$ cat src/rtl/flag_pkg.sv
// +----------------------------------------------------------------------+
// | flag_pkg : shared NZCV types, forwarding selects and FSM states       |
// | Rev 1.0                                                               |
// +----------------------------------------------------------------------+
`default_nettype none

package flag_pkg;

  typedef logic [3:0] nzcv_t;

  localparam int unsigned FLAG_N = 3;
  localparam int unsigned FLAG_Z = 2;
  localparam int unsigned FLAG_C = 1;
  localparam int unsigned FLAG_V = 0;

  localparam logic [1:0] FWD_ARCH  = 2'b00;
  localparam logic [1:0] FWD_MEMWB = 2'b01;
  localparam logic [1:0] FWD_EXMEM = 2'b10;

  typedef enum logic [0:0] {
    RUN    = 1'b0,
    BUBBLE = 1'b1
  } flag_state_t;

endpackage

`default_nettype wire

$ cat src/rtl/mux4.sv
// +----------------------------------------------------------------------+
// | mux4 : generic 4-input multiplexer                                    |
// | Rev 1.0                                                               |
// +----------------------------------------------------------------------+
`default_nettype none

module mux4 #(
  parameter int WIDTH = 4
) (
  input  logic [1:0]       sel,
  input  logic [WIDTH-1:0] d0,
  input  logic [WIDTH-1:0] d1,
  input  logic [WIDTH-1:0] d2,
  input  logic [WIDTH-1:0] d3,
  output logic [WIDTH-1:0] y
);

  always_comb begin
    y = d0;
    case (sel)
      2'b00:   y = d0;
      2'b01:   y = d1;
      2'b10:   y = d2;
      default: y = d3;
    endcase
  end

endmodule

`default_nettype wire

$ cat src/rtl/flag_hazard_ctrl.sv
// +----------------------------------------------------------------------+
// | flag_hazard_ctrl : NZCV pipeline, forwarding and B.cond interlock     |
// | Rev 1.0                                                               |
// +----------------------------------------------------------------------+
`default_nettype none

module flag_hazard_ctrl
  import flag_pkg::*;
#(
  parameter int CNT_W = 16
) (
  input  logic             clk,
  input  logic             reset_n,
  input  logic             stall_in,
  input  logic             flush,
  input  logic             id_uses_flags,
  input  logic             ex_SetFlags,
  input  logic [3:0]       ex_flags,
  input  logic             clr_count,
  output logic [3:0]       cur_flags,
  output logic [1:0]       fwd_sel,
  output logic             flag_stall,
  output logic [3:0]       arch_flags,
  output logic [CNT_W-1:0] stall_count
);

  localparam logic [CNT_W-1:0] CNT_MAX = '1;

  flag_state_t      state_q, state_d;
  logic             ex_mem_sf_q, mem_wb_sf_q;
  nzcv_t            ex_mem_fl_q, mem_wb_fl_q, arch_q;
  logic [CNT_W-1:0] cnt_q, cnt_d;

  always_comb begin
    state_d    = state_q;
    flag_stall = 1'b0;
    case (state_q)
      RUN: begin
        flag_stall = id_uses_flags & ex_SetFlags & ~flush;
        if (flag_stall && !stall_in) state_d = BUBBLE;
      end
      BUBBLE: begin
        // Producer now sits in EX/MEM and is forwarded; no second stall.
        if (!stall_in) state_d = RUN;
      end
      default: state_d = RUN;
    endcase
  end

  // Clearing the perf counter is a software action, so it is honoured
  // even while the pipeline is frozen.
  always_comb begin
    cnt_d = cnt_q;
    if (clr_count)
      cnt_d = '0;
    else if (flag_stall && !stall_in && cnt_q != CNT_MAX)
      cnt_d = cnt_q + 1'b1;
  end

  always_ff @(posedge clk or negedge reset_n) begin
    if (!reset_n) begin
      state_q     <= RUN;
      ex_mem_sf_q <= 1'b0;
      ex_mem_fl_q <= '0;
      mem_wb_sf_q <= 1'b0;
      mem_wb_fl_q <= '0;
      arch_q      <= '0;
      cnt_q       <= '0;
    end else begin
      cnt_q <= cnt_d;
      if (!stall_in) begin
        state_q     <= state_d;
        // The bubble is inserted at ID/EX, so the setter in EX still advances.
        ex_mem_sf_q <= ex_SetFlags & ~flush;
        ex_mem_fl_q <= ex_flags;
        mem_wb_sf_q <= ex_mem_sf_q;
        mem_wb_fl_q <= ex_mem_fl_q;
        if (mem_wb_sf_q) arch_q <= mem_wb_fl_q;
      end
    end
  end

  always_comb begin
    if (ex_mem_sf_q)      fwd_sel = FWD_EXMEM;
    else if (mem_wb_sf_q) fwd_sel = FWD_MEMWB;
    else                  fwd_sel = FWD_ARCH;
  end

  mux4 #(.WIDTH(4)) u_flag_mux (
    .sel (fwd_sel),
    .d0  (arch_q),
    .d1  (mem_wb_fl_q),
    .d2  (ex_mem_fl_q),
    .d3  (ex_mem_fl_q),
    .y   (cur_flags)
  );

  assign arch_flags  = arch_q;
  assign stall_count = cnt_q;

endmodule

`default_nettype wire

$ cat config.mk
export PLATFORM = sky130hd
export DESIGN_NAME = flag_hazard_ctrl
export DESIGN_NICKNAME = d
export VERILOG_FILES = /design/src/rtl/flag_pkg.sv /design/src/rtl/mux4.sv /design/src/rtl/flag_hazard_ctrl.sv
export SDC_FILE = /design/constraint.sdc
export NUM_CORES = 1
export LEC_CHECK = 0
export BUFFER_PORTS_ARGS = -buffer_cell sky130_fd_sc_hd__clkbuf_2
export CELL_PAD_IN_SITES_DETAIL_PLACEMENT = 0
export CELL_PAD_IN_SITES_GLOBAL_PLACEMENT = 1
export CORE_UTILIZATION = 46
export CTS_BUF_LIST = sky130_fd_sc_hd__clkbuf_8
export CTS_CLUSTER_DIAMETER = 120
export CTS_CLUSTER_SIZE = 10
export DETAILED_ROUTE_END_ITERATION = 12
export GPL_ROUTABILITY_DRIVEN = 0
export GPL_TIMING_DRIVEN = 0
export PLACE_DENSITY = 0.88
export SETUP_SLACK_MARGIN = 0.15
export SYNTH_ARGS = -nofsm -noshare
export SYNTH_HDL_FRONTEND = slang
export SYNTH_HIERARCHICAL = 1
export SYNTH_SLANG_ARGS = --single-unit
$ cat constraint.sdc
create_clock -name clk -period 4.1 [get_ports clk]
set_clock_uncertainty 0.05 [all_clocks]
set_input_delay 0.205 -clock clk [delete_from_list [all_inputs] [get_ports clk]]
set_output_delay 0.205 -clock clk [all_outputs]
set_load 0.005 [all_outputs]
## Word-level counts from Yosys, hierarchy flattened

Cells that the tools add are included.

| operators by class | value |
|---|---|
| equal/unequal tests | 2 |
| mux-type cells | 8 |
| bitwise operators | 6 |
| add/subtract/negate cells | 1 |
| reduce and logical (&&, ||, !) cells | 7 |

Operators by type and width:

| operator | number |
|---|---|
| two-way mux 16 bit | 2 |
| adder 16 x 1 -> 16 bit (second input constant) | 1 |
| inequality test 16 bit (second input constant) | 1 |
| case mux 4 bit (2 select lines) | 1 |
| AND 1 bit | 3 |
| logical AND 1 bit | 3 |
| two-way mux 1 bit | 3 |
| NOT 1 bit | 3 |
| equality test 2 x 1 -> 1 bit (second input constant) | 1 |
| logical NOT 2 bit | 1 |
| two-way mux 2 bit | 1 |
| case mux 1 bit (2 select lines) | 1 |
| AND reduction 2 bit | 1 |
| nonzero test 2 bit | 1 |
| logical NOT 1 bit | 1 |

| storage, ports and cells | value |
|---|---|
| bits in registers | 31 |

## Longest topological paths before layout

| depth | value |
|---|---|
| depth in word-level cells | 7 |
| depth in mapped cells | 7 |

## By module

The synthesis kept the hierarchy.

By module, submodules not included:

| module | times used | area an instance (sq um) | cells an instance |
|---|---|---|---|
| flag_hazard_ctrl | 1 | 1,481.4 | 133 |
| mux4 | 1 | 105.1 | 4 |

## Least setup slack after synthesis

Ideal clock, no wire load.

| timing path | value |
|---|---|
| kind | register to register |
| start point | register state_q |
| end point | register cnt_q[14] (netlist: stall_count[14]) |
| path buffers | 1 |
| clock period less this slack | 1.704 ns |
| setup slack | 2.396 ns |
| stages on the path, launching flop included | 6 |
| arrival time | 1.576 ns |
| path through | dfrtp_1 -> nand4bb_4 -> or2_0 -> buf_2 -> or4_1 -> a21oi_1 |

| between the ends | value |
|---|---|
| word-level cells in the longest chain between the ends | 4 |

Ends and longest elaborated chain:

| item | line | RTL |
|---|---|---|
| start, declared | flag_hazard_ctrl.sv:29 | `flag_state_t state_q, state_d;` |
| start signal, assigned | flag_hazard_ctrl.sv:72 | `state_q <= state_d;` |
| two-way mux 1 bit | flag_hazard_ctrl.sv:37 | `case (state_q)` |
| logical AND 1 bit (2 in series) | flag_hazard_ctrl.sv:56 | `else if (flag_stall && !stall_in && cnt_q != CNT_MAX)` |
| nonzero test 2 bit (no source line) | n/a |  |
| end signal, assigned | flag_hazard_ctrl.sv:70 | `cnt_q <= cnt_d;` |
| end, declared | flag_hazard_ctrl.sv:32 | `logic [CNT_W-1:0] cnt_q, cnt_d;` |

Every way passes these cells.
A chain may end at the register's enable or synchronous reset.

## Worst setup path after layout

| timing path | value |
|---|---|
| start point | register ex_mem_sf_q |
| end point | output port cur_flags[3] |

| between the ends | value |
|---|---|
| word-level cells in the longest chain between the ends | 3 |
| elaborated cells on any way between the ends | 4 |
| classes of those cells | eq/ne (1); mux (2); reduce/logical (1) |

Ends and longest elaborated chain:

| item | line | RTL |
|---|---|---|
| start, declared | flag_hazard_ctrl.sv:30 | `logic ex_mem_sf_q, mem_wb_sf_q;` |
| start signal, assigned | flag_hazard_ctrl.sv:74 | `ex_mem_sf_q <= ex_SetFlags & ~flush;` |
| two-way mux 2 bit (*) | flag_hazard_ctrl.sv:84 | `if (ex_mem_sf_q) fwd_sel = FWD_EXMEM;` |
| equality test 2 x 1 -> 1 bit or logical NOT 2 bit (tied branches) | mux4.sv:20 | `case (sel)` |
| case mux 4 bit (2 select lines) (*) | mux4.sv:20 |  |
| end, declared | flag_hazard_ctrl.sv:20 | `output logic [3:0] cur_flags,` |

Mark *: on every way between the ends. The rest lies on a longest branch, timed or not.

==> flow_metrics.tcl <==
set metrics [dict create \
    status "finished, final reports clean" \
    clkLatencyLatePin_ns 0.29 \
    busiest_layer "met2" \
    max_stage_delay_ns 0.63 \
    comb_power_share_pct 15.0 \
    power_density_nw_per_um2 399 \
    power_frac_clock_pct 38.8 \
    synth_area_um2 1590 \
    area_delta_synth_final_pct 22.2 \
    syn_inst 137 \
    cts-root-buf "clkbuf_8" \
    yosys_warnings 6 \
    hp-class "in2reg" \
    first_global_vias 1173 \
    avgSynthCellArea_um2 11.6 \
    switching_share_pct 24.2 \
    synth.area.mux_share_pct 16.5 \
    cts_resized 0 \
    period_minus_slack_ns 2.23 \
    path_clk_slew_ns 0.07 \
    cts_htree_levels 2 \
    dieArea_um2 3690 \
    timing.slew.headroom_pct 50.3 \
    post-place-ws_ns 2.19 \
    cp-start-kind "register" \
    grt_overflow_total 0 \
    antenna_found_initial 0 \
    drc_errors 0 \
    worst_ep_required_time_ns 3.85 \
    slew_viol_final 0 \
    use_met3_pct 4.90 \
    rsz0062_at_grt "no" \
    sequentialPowerShare_pct 46.1 \
    synth-main-ff-cell "dfrtp_1" \
    multi_input_area_um2 772 \
    synth_compound_area_share_pct 6.78 \
    cp_max_fo 8 \
    seq_area_frac_synth_pct 48.9 \
    antenna_cells 0 \
    seqCellArea_um2 776 \
    crit_family "multiplexers" \
    boundaryPins 38 \
    synth_edf_count 0 \
    cts_made_buffers 5 \
    synth_top_family_by_area "simple AND/OR/NAND/NOR gates" \
    leakage_nw 0.881 \
    antenna_left 0 \
    post_cts_buffers 0 \
    vias_per_cell 5.31 \
    critPathBufInv 1 \
    die_y_um 60.7 \
    die_w_um 60.7 \
    worstPathArrival_ns 1.97 \
    async_reset_ff_share_pct 100 \
    setup_viol 0 \
    cts_sinks 31 \
    end_kind "output port" \
    hpwlAfterDp_mm 2.36 \
    power.switching_w 0.000187 \
    io_buffers 35 \
    tightest_slew_ns 0.746 \
    drt_iter0_markers 32 \
    vias 1194 \
    drv_cap 0 \
    grtUsageMet2_pct 34.5 \
    track_usage_pct 20.4 \
    dr.pass1.iters 4 \
    cts_tree "done" \
    core_area_um2 3150 \
    wire_per_inst_um 14.2 \
    initial_utilization_pct 50.3 \
    wl_mm 3.20 \
    grtUsageMet1_pct 24.5 \
    fillers 279 \
    synthAdderAreaFrac_pct 0.789 \
    fin_crit_sh_pct 54.3 \
    setup_slack_ns 1.87 \
    timing.setup.tns_ns 0 \
    crit_chain "nor2b_1, mux4_1, clkbuf_2" \
    synthXorXnorAreaFrac_pct 6.07 \
    grt_pass1_wl_mm 5.38 \
    clk_path_buf_depth 2 \
    fmax_mhz 449 \
    synth.distinct_cells 34 \
    crit_type "reg2out" \
    syn-num-nets 149 \
    finalHoldViolCount 0 \
    p_int_w 0.000587 \
    grt_max_degree 32 \
    ys_ff_latch 31 \
    peakVddDrop_mv 0.189 \
    synth-simple-area-share_pct 18.5 \
    drive_above_1_share_pct 33.1 \
    slowest_stage "mux4_1" \
    rows 20 \
    nets 192 \
]
power by group through the flow:
stage / combinational, W / sequential [W] / clock, W
after floorplan: 0.0000651 / 0.000359 / 0
after global placement: 0.000116 / 0.000359 / 0
after detailed placement: 0.000118 / 0.000363 / 0
after CTS: 0.000119 / 0.000357 / 0.000306
after global routing: 0.000130 / 0.000362 / 0.000314
final: 0.000116 / 0.000357 / 0.000300
synthesized netlist by cell type (2+ instances only):
library cell | n | area, um^2
clkbuf_1 | 4 | 15.0
nor2_1 | 14 | 52.6
a211oi_1 | 4 | 30.0
a21oi_1 | 4 | 20.0
and3_1 | 3 | 18.8
nand3_1 | 5 | 25.0
xnor2_1 | 3 | 26.3
nand4_1 | 3 | 18.8
nor4_1 | 2 | 12.5
xor2_1 | 8 | 70.1
nor3_1 | 2 | 10.0
and2_1 | 3 | 18.8
mux2_2 | 13 | 146
dfrtp_1 | 31 | 776
buf_1 | 2 | 7.51
and4_1 | 4 | 35.0
o21ai_0 | 3 | 15.0
nand2b_1 | 2 | 12.5
o2111ai_1 | 2 | 17.5
mux4_1 | 4 | 105
nand2_1 | 8 | 30.0
final timing paths:
kind / slack (ns) / cells past startpoint / to / start
setup reg to reg: 2.20 / 5 / stall_count[7]$_DFFE_PN0P_ / state_q$_DFFE_PN0N_
max in group asynchronous: 3.05 / 2 / stall_count[0]$_DFFE_PN0P_ / reset_n
setup / recovery: 1.87 / 3 / cur_flags[3] / ex_mem_sf_q$_DFFE_PN0N_
min in group asynchronous: 0.46 / 2 / mem_wb_fl_q[0]$_DFFE_PN0N_ / reset_n
hold / removal: 0.1 / 2 / ex_mem_fl_q[0]$_DFFE_PN0N_ / ex_flags[0]
hold reg to reg: 0.44 / 2 / state_q$_DFFE_PN0N_ / state_q$_DFFE_PN0N_
state kept, by name, summed over array words and instances, names as in the netlist:
name,cells
mem_wb_sf_q,1
state_q,1
ex_mem_sf_q,1
stall_count,16
arch_flags,4
mem_wb_fl_q,4
ex_mem_fl_q,4
layout make-up:
| type | instances | share of cell area [%] |
|---|---|---|
| Inverter | 1 | 0.194 |
| Tap cell | 44 | 2.84 |
| Timing Repair Buffer | 36 | 9.55 |
| Buffer | 8 | 1.81 |
| Clock buffer | 5 | 3.55 |
| Multi-Input combinational cell | 97 | 39.8 |
| Clock inverter | 3 | 2.26 |
| Sequential cell | 31 | 40.0 |
metrics by stage:
stage / instance area (um^2) / std cells / hold WS (ns) / utilization [%] / total power, W
after floorplan: 1590 / 137 / -0.141 / - / 0.000424
after global placement: 1820 / 216 / 0.255 / 57.6 / 0.000475
after detailed placement: 1820 / 216 / 0.260 / 57.6 / 0.000481
after CTS: 1940 / 225 / 0.0920 / 61.5 / 0.000782
after global routing: 1940 / 225 / 0.0965 / 61.5 / 0.000805
final: 1940 / 225 / 0.0980 / 61.5 / 0.000774
worst register-to-register path, cell delays in order, from the launching register on:
cell	delay, ns
dfrtp_1	0.38
nand4bb_4	0.27
nor4_2	0.57
o21ai_0	0.23
xor2_1	0.19
nor2_1	0.06
layer usage:
layer  vias up  routed length [um]
met5         -                   0
met4         0                  51
met3         5                 124
met2        28                1600
met1       575                1420
li1        586                   -
what timing repair did:
action / in CTS / in global routing
hold buffers: 1 / 0
endpoints found under the setup margin: 0 / 0
hold endpoints to repair: 31 / 0
cells in the final DEF, fill, tap and decap left out, types with 2 or more instances in the layout:
cell,instances
buf_1,2
nor3_1,2
clkbuf_8,5
nand3_1,5
nand2b_1,2
xnor2_1,3
a21oi_1,4
dfrtp_1,31
nand2_1,8
clkbuf_1,4
o2111ai_1,2
nor4_1,2
o21ai_0,3
nand4_1,3
mux2_2,13
and4_1,4
and3_1,3
a211oi_1,4
and2_1,3
nor2_1,14
clkbuf_2,35
xor2_1,8
mux4_1,4
logic make-up after synthesis:
group	after synthesis
and+or+nand+nor	51
DFF	31
muxes	18
AOI/OAI and AO/OA	16
xor gates and xnor gates	11
buffers and inverters	9
adders and majority gates	1
No activity file was read; power rests on OpenSTA's default activity.
